$ cat config.mk
export PLATFORM = sky130hd
export DESIGN_NAME = if_fetch_unit
export DESIGN_NICKNAME = d
export VERILOG_FILES = /design/src/rtl/rv_fetch_pkg.sv /design/src/rtl/fetch_queue.sv /design/src/rtl/if_fetch_unit.sv
export SDC_FILE = /design/constraint.sdc
export NUM_CORES = 1
export LEC_CHECK = 0
export CAP_MARGIN = 20
export CORE_MARGIN = 3
export CORE_UTILIZATION = 50
export CTS_CLUSTER_DIAMETER = 200
export DETAILED_ROUTE_END_ITERATION = 8
export GPL_TIMING_DRIVEN = 0
export PLACE_DENSITY = 0.76
export SYNTH_ARGS = -nofsm -noshare
export SYNTH_HDL_FRONTEND = slang
export SYNTH_SLANG_ARGS = --single-unit
$ cat constraint.sdc
create_clock -name clk -period 13.9 [get_ports clk]
set_clock_uncertainty 0.2 [all_clocks]
set_input_delay 2.085 -clock clk [delete_from_list [all_inputs] [get_ports clk]]
set_output_delay 2.085 -clock clk [all_outputs]
set_load 0.005 [all_outputs]
$ cat src/rtl/rv_fetch_pkg.sv
// Shared types and constants for the instruction-fetch unit.
// The fetch queue carries {pc, instr} pairs from fetch to decode.
package rv_fetch_pkg;

    typedef struct packed {
        logic [63:0] pc;
        logic [31:0] instr;
    } fetch_entry_t;

    localparam int          INSTR_BYTES   = 4;
    localparam logic [63:0] PC_ALIGN_MASK = ~64'h3;

endpackage

$ cat src/rtl/fetch_queue.sv
// Synchronous FIFO of fetch entries with flush.
// Push and pop may coincide even when full; flush empties it in one cycle.
import rv_fetch_pkg::*;

module fetch_queue #(
    parameter int QDEPTH = 2
) (
    input  logic         clk,
    input  logic         rst,
    input  logic         flush,
    input  logic         push,
    input  fetch_entry_t push_data,
    input  logic         pop,
    output fetch_entry_t head,
    output logic         full,
    output logic         empty
);

    localparam int PW = $clog2(QDEPTH);
    localparam int CW = $clog2(QDEPTH + 1);

    fetch_entry_t   mem_q [QDEPTH];
    fetch_entry_t   mem_d [QDEPTH];
    logic [PW-1:0]  wr_ptr_q, wr_ptr_d;
    logic [PW-1:0]  rd_ptr_q, rd_ptr_d;
    logic [CW-1:0]  count_q, count_d;
    logic           pop_ok;
    logic           push_ok;

    assign full  = (count_q == CW'(QDEPTH));
    assign empty = (count_q == '0);
    assign head  = mem_q[rd_ptr_q];

    // Next-state for storage, pointers and occupancy; flush wins over push/pop.
    always_comb begin
        mem_d    = mem_q;
        wr_ptr_d = wr_ptr_q;
        rd_ptr_d = rd_ptr_q;
        count_d  = count_q;
        pop_ok   = pop & ~empty;
        push_ok  = push & (~full | pop_ok);
        if (flush) begin
            wr_ptr_d = '0;
            rd_ptr_d = '0;
            count_d  = '0;
        end else begin
            if (push_ok) begin
                mem_d[wr_ptr_q] = push_data;
                wr_ptr_d        = wr_ptr_q + PW'(1);
            end
            if (pop_ok) begin
                rd_ptr_d = rd_ptr_q + PW'(1);
            end
            if (push_ok && !pop_ok) begin
                count_d = count_q + CW'(1);
            end else if (pop_ok && !push_ok) begin
                count_d = count_q - CW'(1);
            end
        end
    end

    // Queue state register; reset discards all entries at once.
    always_ff @(posedge clk or posedge rst) begin
        if (rst) begin
            for (int i = 0; i < QDEPTH; i++) begin
                mem_q[i] <= '0;
            end
            wr_ptr_q <= '0;
            rd_ptr_q <= '0;
            count_q  <= '0;
        end else begin
            mem_q    <= mem_d;
            wr_ptr_q <= wr_ptr_d;
            rd_ptr_q <= rd_ptr_d;
            count_q  <= count_d;
        end
    end

endmodule

$ cat src/rtl/if_fetch_unit.sv
// Instruction-fetch initiator: owns the PC, fetches from a combinational
// instruction memory and hands {pc, instr} to decode via a small queue.
import rv_fetch_pkg::*;

module if_fetch_unit #(
    parameter logic [63:0] RESET_PC = 64'h0,
    parameter int          QDEPTH   = 2
) (
    input  logic        clk,
    input  logic        rst,
    output logic [63:0] imem_addr,
    input  logic [31:0] imem_rdata,
    input  logic        redirect,
    input  logic [63:0] redirect_pc,
    output logic        id_valid,
    output logic [31:0] id_instr,
    output logic [63:0] id_pc,
    input  logic        id_ready
);

    logic [63:0]  pc_q, pc_d;
    logic         push;
    logic         pop;
    logic         full;
    logic         empty;
    fetch_entry_t head;
    fetch_entry_t push_data;

    // Handshake decisions; a redirect blocks both fetch and retire.
    always_comb begin
        pop       = ~empty & id_ready & ~redirect;
        push      = ~redirect & (~full | pop);
        push_data = fetch_entry_t'{pc: pc_q, instr: imem_rdata};
    end

    // Next PC: redirect target (word-aligned), else advance on a fetch.
    always_comb begin
        pc_d = pc_q;
        if (redirect) begin
            pc_d = redirect_pc & PC_ALIGN_MASK;
        end else if (push) begin
            pc_d = pc_q + 64'(INSTR_BYTES);
        end
    end

    // PC register.
    always_ff @(posedge clk or posedge rst) begin
        if (rst) begin
            pc_q <= RESET_PC;
        end else begin
            pc_q <= pc_d;
        end
    end

    fetch_queue #(
        .QDEPTH (QDEPTH)
    ) u_queue (
        .clk       (clk),
        .rst       (rst),
        .flush     (redirect),
        .push      (push),
        .push_data (push_data),
        .pop       (pop),
        .head      (head),
        .full      (full),
        .empty     (empty)
    );

    // Decode-side outputs are zeroed while the queue is empty.
    always_comb begin
        imem_addr = pc_q;
        id_valid  = ~empty;
        id_instr  = id_valid ? head.instr : 32'h0;
        id_pc     = id_valid ? head.pc : 64'h0;
    end

endmodule
After elaboration in Yosys (flattened, before gate mapping). Index checks and enable logic that the tools add are counted.

Order comparisons: 3. Add/sub/neg operators: 5. Mux-type cells: 17. Bitwise gates (word level): 12. Reduce and logical (&&, ||, !) cells: 11. Eq/ne operators: 1.

Operators by type and width (number): $mux W96 (4); $bwmux W192 (1); $mux W64 (3); $demux W96 S1 (1); $add A64 B3 Y64 const B (1); $mux W32 (1); $mux W2 (3); $reduce_bool A2 Y1 (3); $and A1 B1 Y1 (5); $ge A2 B2 Y1 const B (2); $mux W1 (4); $not A1 Y2 (2); $logic_and A1 B1 Y1 (3); $not A1 Y1 (3); $reduce_bool A3 Y1 (1); $add A1 B1 Y1 const B (2); $add A2 B1 Y2 const B (1); $eq A2 B2 Y1 const B (1); $logic_not A1 Y1 (2); $logic_not A2 Y1 (1); $lt A2 B1 Y1 const B (1); $or A1 B1 Y1 (2); $reduce_and A2 Y1 (1); $sub A2 B1 Y2 const B (1).

Output and inout bits: 161. Flip-flop bits (word level): 260. Input port bits: 100. Word-level logic and storage cells: 57.

Longest topological paths before layout.
Depth after elaboration: 12. Gate-level depth with buffers: 9. Depth with buffers taken out: 6.

Modules after synthesis. From an unflattened synthesis, not the netlist that was laid out.

Cells, all modules: 1078. Area total of the unflattened synthesis: 12943.7 µm².

By module, submodules not included: fetch_queue (sequential area each 4904.7 µm², times used 1, area each 8558.2 µm², cells an instance 538); if_fetch_unit (sequential area each 1551.5 µm², times used 1, area each 4385.5 µm², cells an instance 540).

Worst setup path before layout. No wires, ideal clock.

Path type: input port to flip-flop. Start: in redirect. End: reg u_queue.mem_q[130] (netlist name). Path slack: 9.930 ns. Stages on the path: 7. Data arrival time: 3.645 ns. Required time: 13.575 ns. Setup time: 0.125 ns. Path buffers: 4. Path through: buf_2 > nand2b_1 > buf_2 > a211oi_1 > buf_2 > buf_2 > mux2_2.

Word-level cells in the longest chain between the ends: 6. Elaborated cells between the ends (all ways): 8. Those cells by class: 7 x bitwise; 1 x reduce/logical.

Ends and longest elaborated chain: start, declared (line if_fetch_unit.sv:13) `input logic redirect,`; $not A1 Y1 (no line) *; $and A1 B1 Y1 (line if_fetch_unit.sv:31) `pop = ~empty & id_ready & ~redirect;`; $or A1 B1 Y1 or $and A1 B1 Y1 (tied branches) (line if_fetch_unit.sv:32, fetch_queue.sv:40); $and A1 B1 Y1 or $or A1 B1 Y1 (tied branches) (line if_fetch_unit.sv:32, fetch_queue.sv:41); $and A1 B1 Y1 (line fetch_queue.sv:41) `push_ok = push & (~full | pop_ok);`; $reduce_and A2 Y1 (no line) *; end signal, assigned (line fetch_queue.sv:72) `mem_q <= mem_d;`; end, declared (line fetch_queue.sv:22) `fetch_entry_t mem_q [QDEPTH];`.

Every way passes the cells marked *; elsewhere a longest branch is shown, timed or not. A chain may end at the register's enable or synchronous reset.

Worst setup path after layout.
Start: reg u_queue.rd_ptr_q. End: out id_pc[27].

Word-level cells in the longest chain between the ends: 5.

Ends and longest elaborated chain: start, declared (line fetch_queue.sv:25) `logic [PW-1:0] rd_ptr_q, rd_ptr_d;`; start signal, assigned (line fetch_queue.sv:74) `rd_ptr_q <= rd_ptr_d;`; $not A1 Y2 (not written as such) (line fetch_queue.sv:32) `assign head = mem_q[rd_ptr_q];`; $mux W96 (not written as such) (3 in a row) (line fetch_queue.sv:32); $mux W64 (line if_fetch_unit.sv:74) `id_pc = id_valid ? head.pc : 64'h0;`; end, declared (line if_fetch_unit.sv:17) `output logic [63:0] id_pc,`.

Every way passes these cells. The select of a mux whose other input is x is not followed.

==> reports/results.md <==
• **P_sw** 662 uW
• **cell at the slowest stage of the critical path** buf_1
• **number of remaining DRC errors** 0
• **share of total power in combinational logic** 24.8%
• **overflow left after global routing** 0
• **Post-Layout Inst Area** 0.0164 mm^2
• **Setup TNS Final** 0 ns
• **global-route usage over all layers** 24.4%
• **capturing element type of the critical path** output pin
• **clock-pin slew on the worst setup and hold paths** 0.07 ns
• **async set-or-reset flop fraction in the synthesized netlist** 100%
• **global-route wire length before repair** 51,900 um
• **CTS Buffer Depth** 3
• **largest net degree at the start of global routing** 90
• **Die Height** 163 um
• **cell count after synthesis** 1,076
• **Clk Tree Root Cell** clkbuf_16
• **count of different cell masters after synthesis** 47
• **status** finished clean
• **post-CTS resize count** 0
• **initial antenna violation count** 2
• **buffer count from post-CTS setup fixing** 0
• **Sw Share** 26.7%
• **hold_buf cts** 0
• **area of the core region** 0.0238 mm^2
• **worst min-delay path category** reg2reg
• **area share of the largest cell type after synthesis** 51.6%
• **Syn-to-layout area delta** 33.0%
• **internal power of the cells** 1820 uW
• **total met3 wirelength after detailed routing** 1980 um
• **Slew @ Worst Pin** 0.924 ns
• **area enclosed by the die boundary** 0.0265 mm^2
• **top layer used by detailed routing** met5
• **layout cell share with drive strength beyond 1** 20.4%
• **proportion of synthesized chip area in sequential cells** 51.6%
• **Synthesis Warnings** 0
• **CP Class** reg2out
• **Max Slew Vio Count** 0
• **clock tree from TritonCTS** built
• **maximum level of the CTS H-tree** 1
• **Max Cap Violations** 0
• **Nets** 1,464
• **Max Clock Freq** 179 MHz
• **Antenna Violating Nets Remaining** 0
• **final routed wire length divided by cell count** 19.3 um
• **die width** 163 um
• **max_slew headroom** 38.4%
• **cell taking the most area after synthesis** dfrtp_1
• **Starting DRT DRC Count** 434
• **final worst-path cycle share** 40.2%
• **most used standard cell by instance count after synthesis** dfrtp_1
• **reported leakage power** 0.00654 uW
• **Sequential Power Share** 41.8%
• **count of pins on the block boundary** 261
• **count of buffers inserted at the top-level ports** 253
• **wire length after detailed routing** 32,900 um
• **Setup violations, final** 0
• **final count of hold timing violations** 0
• **Starting Density** 51.7%
• **DR vias/cell** 5.56
• **top cells by count, synth** 254 x dfrtp_1, 186 x mux2_2, 136 x nor2_1, 95 x mux2i_1, 67 x nand2_1
• **met2 WL** 15,500 um
• **required arrival time at the worst endpoint** 11.61 ns
• **DR pass1 iterations** 5
• **CP Cell Sequence** clkbuf_1 > buf_1 > buf_1 > mux2i_1 > nor2_1 > clkdlybuf4s50_1
• **Cell Pwr Density** 152 mW/mm^2
• **sum of net half-perimeters after detailed placement** 23,200 um
• **RSZ-0062 raised after global routing** no
• **TritonCTS buffer count** 27
• **area of the mapped netlist** 0.0123 mm^2
• **final weighted congestion in routability-driven placement** 0.808
• **CP max FO** 10
• **Worst-Skew Late Latency** 0.53 ns
• **Worst R2R Setup Slack** 11.03 ns
• **maximum single-stage delay on the critical path** 0.73 ns
• **startpoint type of the worst setup path** flip-flop
• **cell occurring most often along the worst timing path** buf_1
• **main area contributors after synthesis** dfrtp_1 52%, mux2_2 17%, mux2i_1 7.7%
• **synthesized flop and latch total** 254
• **area post-placement** 0.0153 mm^2
• **Arr. time, crit path** 3.31 ns
• **Clock Power Share** 33.4%
• **vias in the first global route** 9,512
• **largest voltage drop on the vdd net** 0.113 mV
• **number of flops mapped to enable cells by yosys** 0
• **routed length on met1** 14,700 um
• **Final Power** 2480 uW
• **Top FF cell, synth** dfrtp_1
• **post-route minimum period** 5.59 ns
• **post-synthesis average cell area** 11.4 um^2
• **Cell Rows** 56
• **number of clock sinks seen by CTS** 254
• **total via count in the routed design** 9,475
logic make-up after synthesis:
| logic type | Yosys count | synth area share, % |
|---|---|---|
| muxes | 281 | 24.7 |
| and+or+nand+nor | 326 | 13.2 |
| buffers and inverters | 79 | 2.84 |
| xor gates and xnor gates | 36 | 2.56 |
| DFF | 254 | 51.6 |
| AOI/OAI and AO/OA | 98 | 4.90 |
| adders and majority gates | 1 | 0.102 |
| other | 1 | 0.0305 |
layout make-up:
| class | instances | area, um^2 |
|---|---|---|
| Sequential cell | 254 | 6360 |
| Timing Repair Buffer | 255 | 2590 |
| Fill cell | 1803 | 7450 |
| Clock inverter | 14 | 255 |
| Clock buffer | 36 | 800 |
| Buffer | 71 | 319 |
| Antenna cell | 1 | 2.50 |
| Tap cell | 319 | 399 |
| Multi-Input combinational cell | 746 | 5620 |
| Inverter | 8 | 37.5 |
critical path: cells and delay by family, from the launching register on:
kind / cells / cell delay (ns)
flip-flops: 1 / 0.32
multiplexers: 1 / 0.21
buffers and inverters: 4 / 2.09
AND/OR/NAND/NOR: 1 / 0.15
flip-flops by register name, indices dropped and copies added (netlist names):
register          flops
u_queue.mem_q       188
u_queue.count_q       2
u_queue.wr_ptr_q      1
imem_addr            62
u_queue.rd_ptr_q      1
power groups by stage:
| stage | clock network, uW | logic (uW) | registers [uW] |
|---|---|---|---|
| after CTS | 845 | 624 | 1040 |
| after global placement | 0 | 605 | 1040 |
| after global routing | 873 | 674 | 1060 |
| after floorplan | 0 | 359 | 1010 |
| final | 829 | 616 | 1040 |
| after detailed placement | 0 | 619 | 1050 |
through the flow:
| stage | utilization (%) | hold slack [ns] | worst slack (ns) | std cells |
|---|---|---|---|---|
| after CTS | 68.7 | 0.295 | 8.27 | 1703 |
| after global placement | 64.0 | 0.275 | 1.56 | 1651 |
| after detailed placement | 64.3 | 0.280 | 8.86 | 1653 |
| final | 68.7 | 0.295 | 8.31 | 1704 |
| after global routing | 68.7 | 0.312 | 8.11 | 1703 |
| after floorplan | - | 0.250 | 4.63 | 1079 |
per-layer routing:
| metal | track usage, % | up-vias |
|---|---|---|
| met4 | 6.31 | 4 |
| met3 | 4.12 | 50 |
| met5 | 0 | - |
| met2 | 39.2 | 298 |
| met1 | 34.8 | 4722 |
| li1 | - | 4401 |
final timing paths:
kind,from,end,depth (start not counted)
max in group asynchronous,rst,u_queue.mem_q[163]$_DFFE_PP0P_,4
min in group asynchronous,rst,u_queue.mem_q[85]$_DFFE_PP0P_,2
worst min-delay path,u_queue.mem_q[58]$_DFFE_PP0P_,u_queue.mem_q[58]$_DFFE_PP0P_,2
worst min register to register,u_queue.mem_q[58]$_DFFE_PP0P_,u_queue.mem_q[58]$_DFFE_PP0P_,2
worst max register to register,u_queue.count_q[1]$_DFFE_PP0P_,u_queue.mem_q[25]$_DFFE_PP0P_,7
worst max-delay path,u_queue.rd_ptr_q$_DFFE_PP0P_,id_pc[27],6
placed cells by master (no fill, tap or decap), types with 6 or more instances in the layout:
| cell | Yosys | layout |
|---|---|---|
| clkbuf_16 | 0 | 27 |
| inv_1 | 7 | 6 |
| nor2_1 | 136 | 136 |
| clkbuf_1 | 31 | 31 |
| clkbuf_8 | 0 | 9 |
| clkdlybuf4s50_1 | 0 | 253 |
| buf_1 | 11 | 11 |
| and3_1 | 7 | 7 |
| bufinv_16 | 0 | 7 |
| xnor2_1 | 16 | 16 |
| nand3_1 | 23 | 23 |
| o21ai_0 | 48 | 48 |
| mux2_2 | 186 | 186 |
| or3_1 | 14 | 14 |
| xor2_1 | 20 | 20 |
| a31oi_1 | 23 | 23 |
| o31ai_1 | 11 | 11 |
| dfrtp_1 | 254 | 254 |
| buf_2 | 24 | 24 |
| nor3_1 | 6 | 6 |
| or4_1 | 12 | 12 |
| nor4_1 | 7 | 7 |
| nand2_1 | 67 | 67 |
| mux2i_1 | 95 | 95 |
| nand4_1 | 26 | 26 |
No activity file was read; power rests on OpenSTA's default activity.
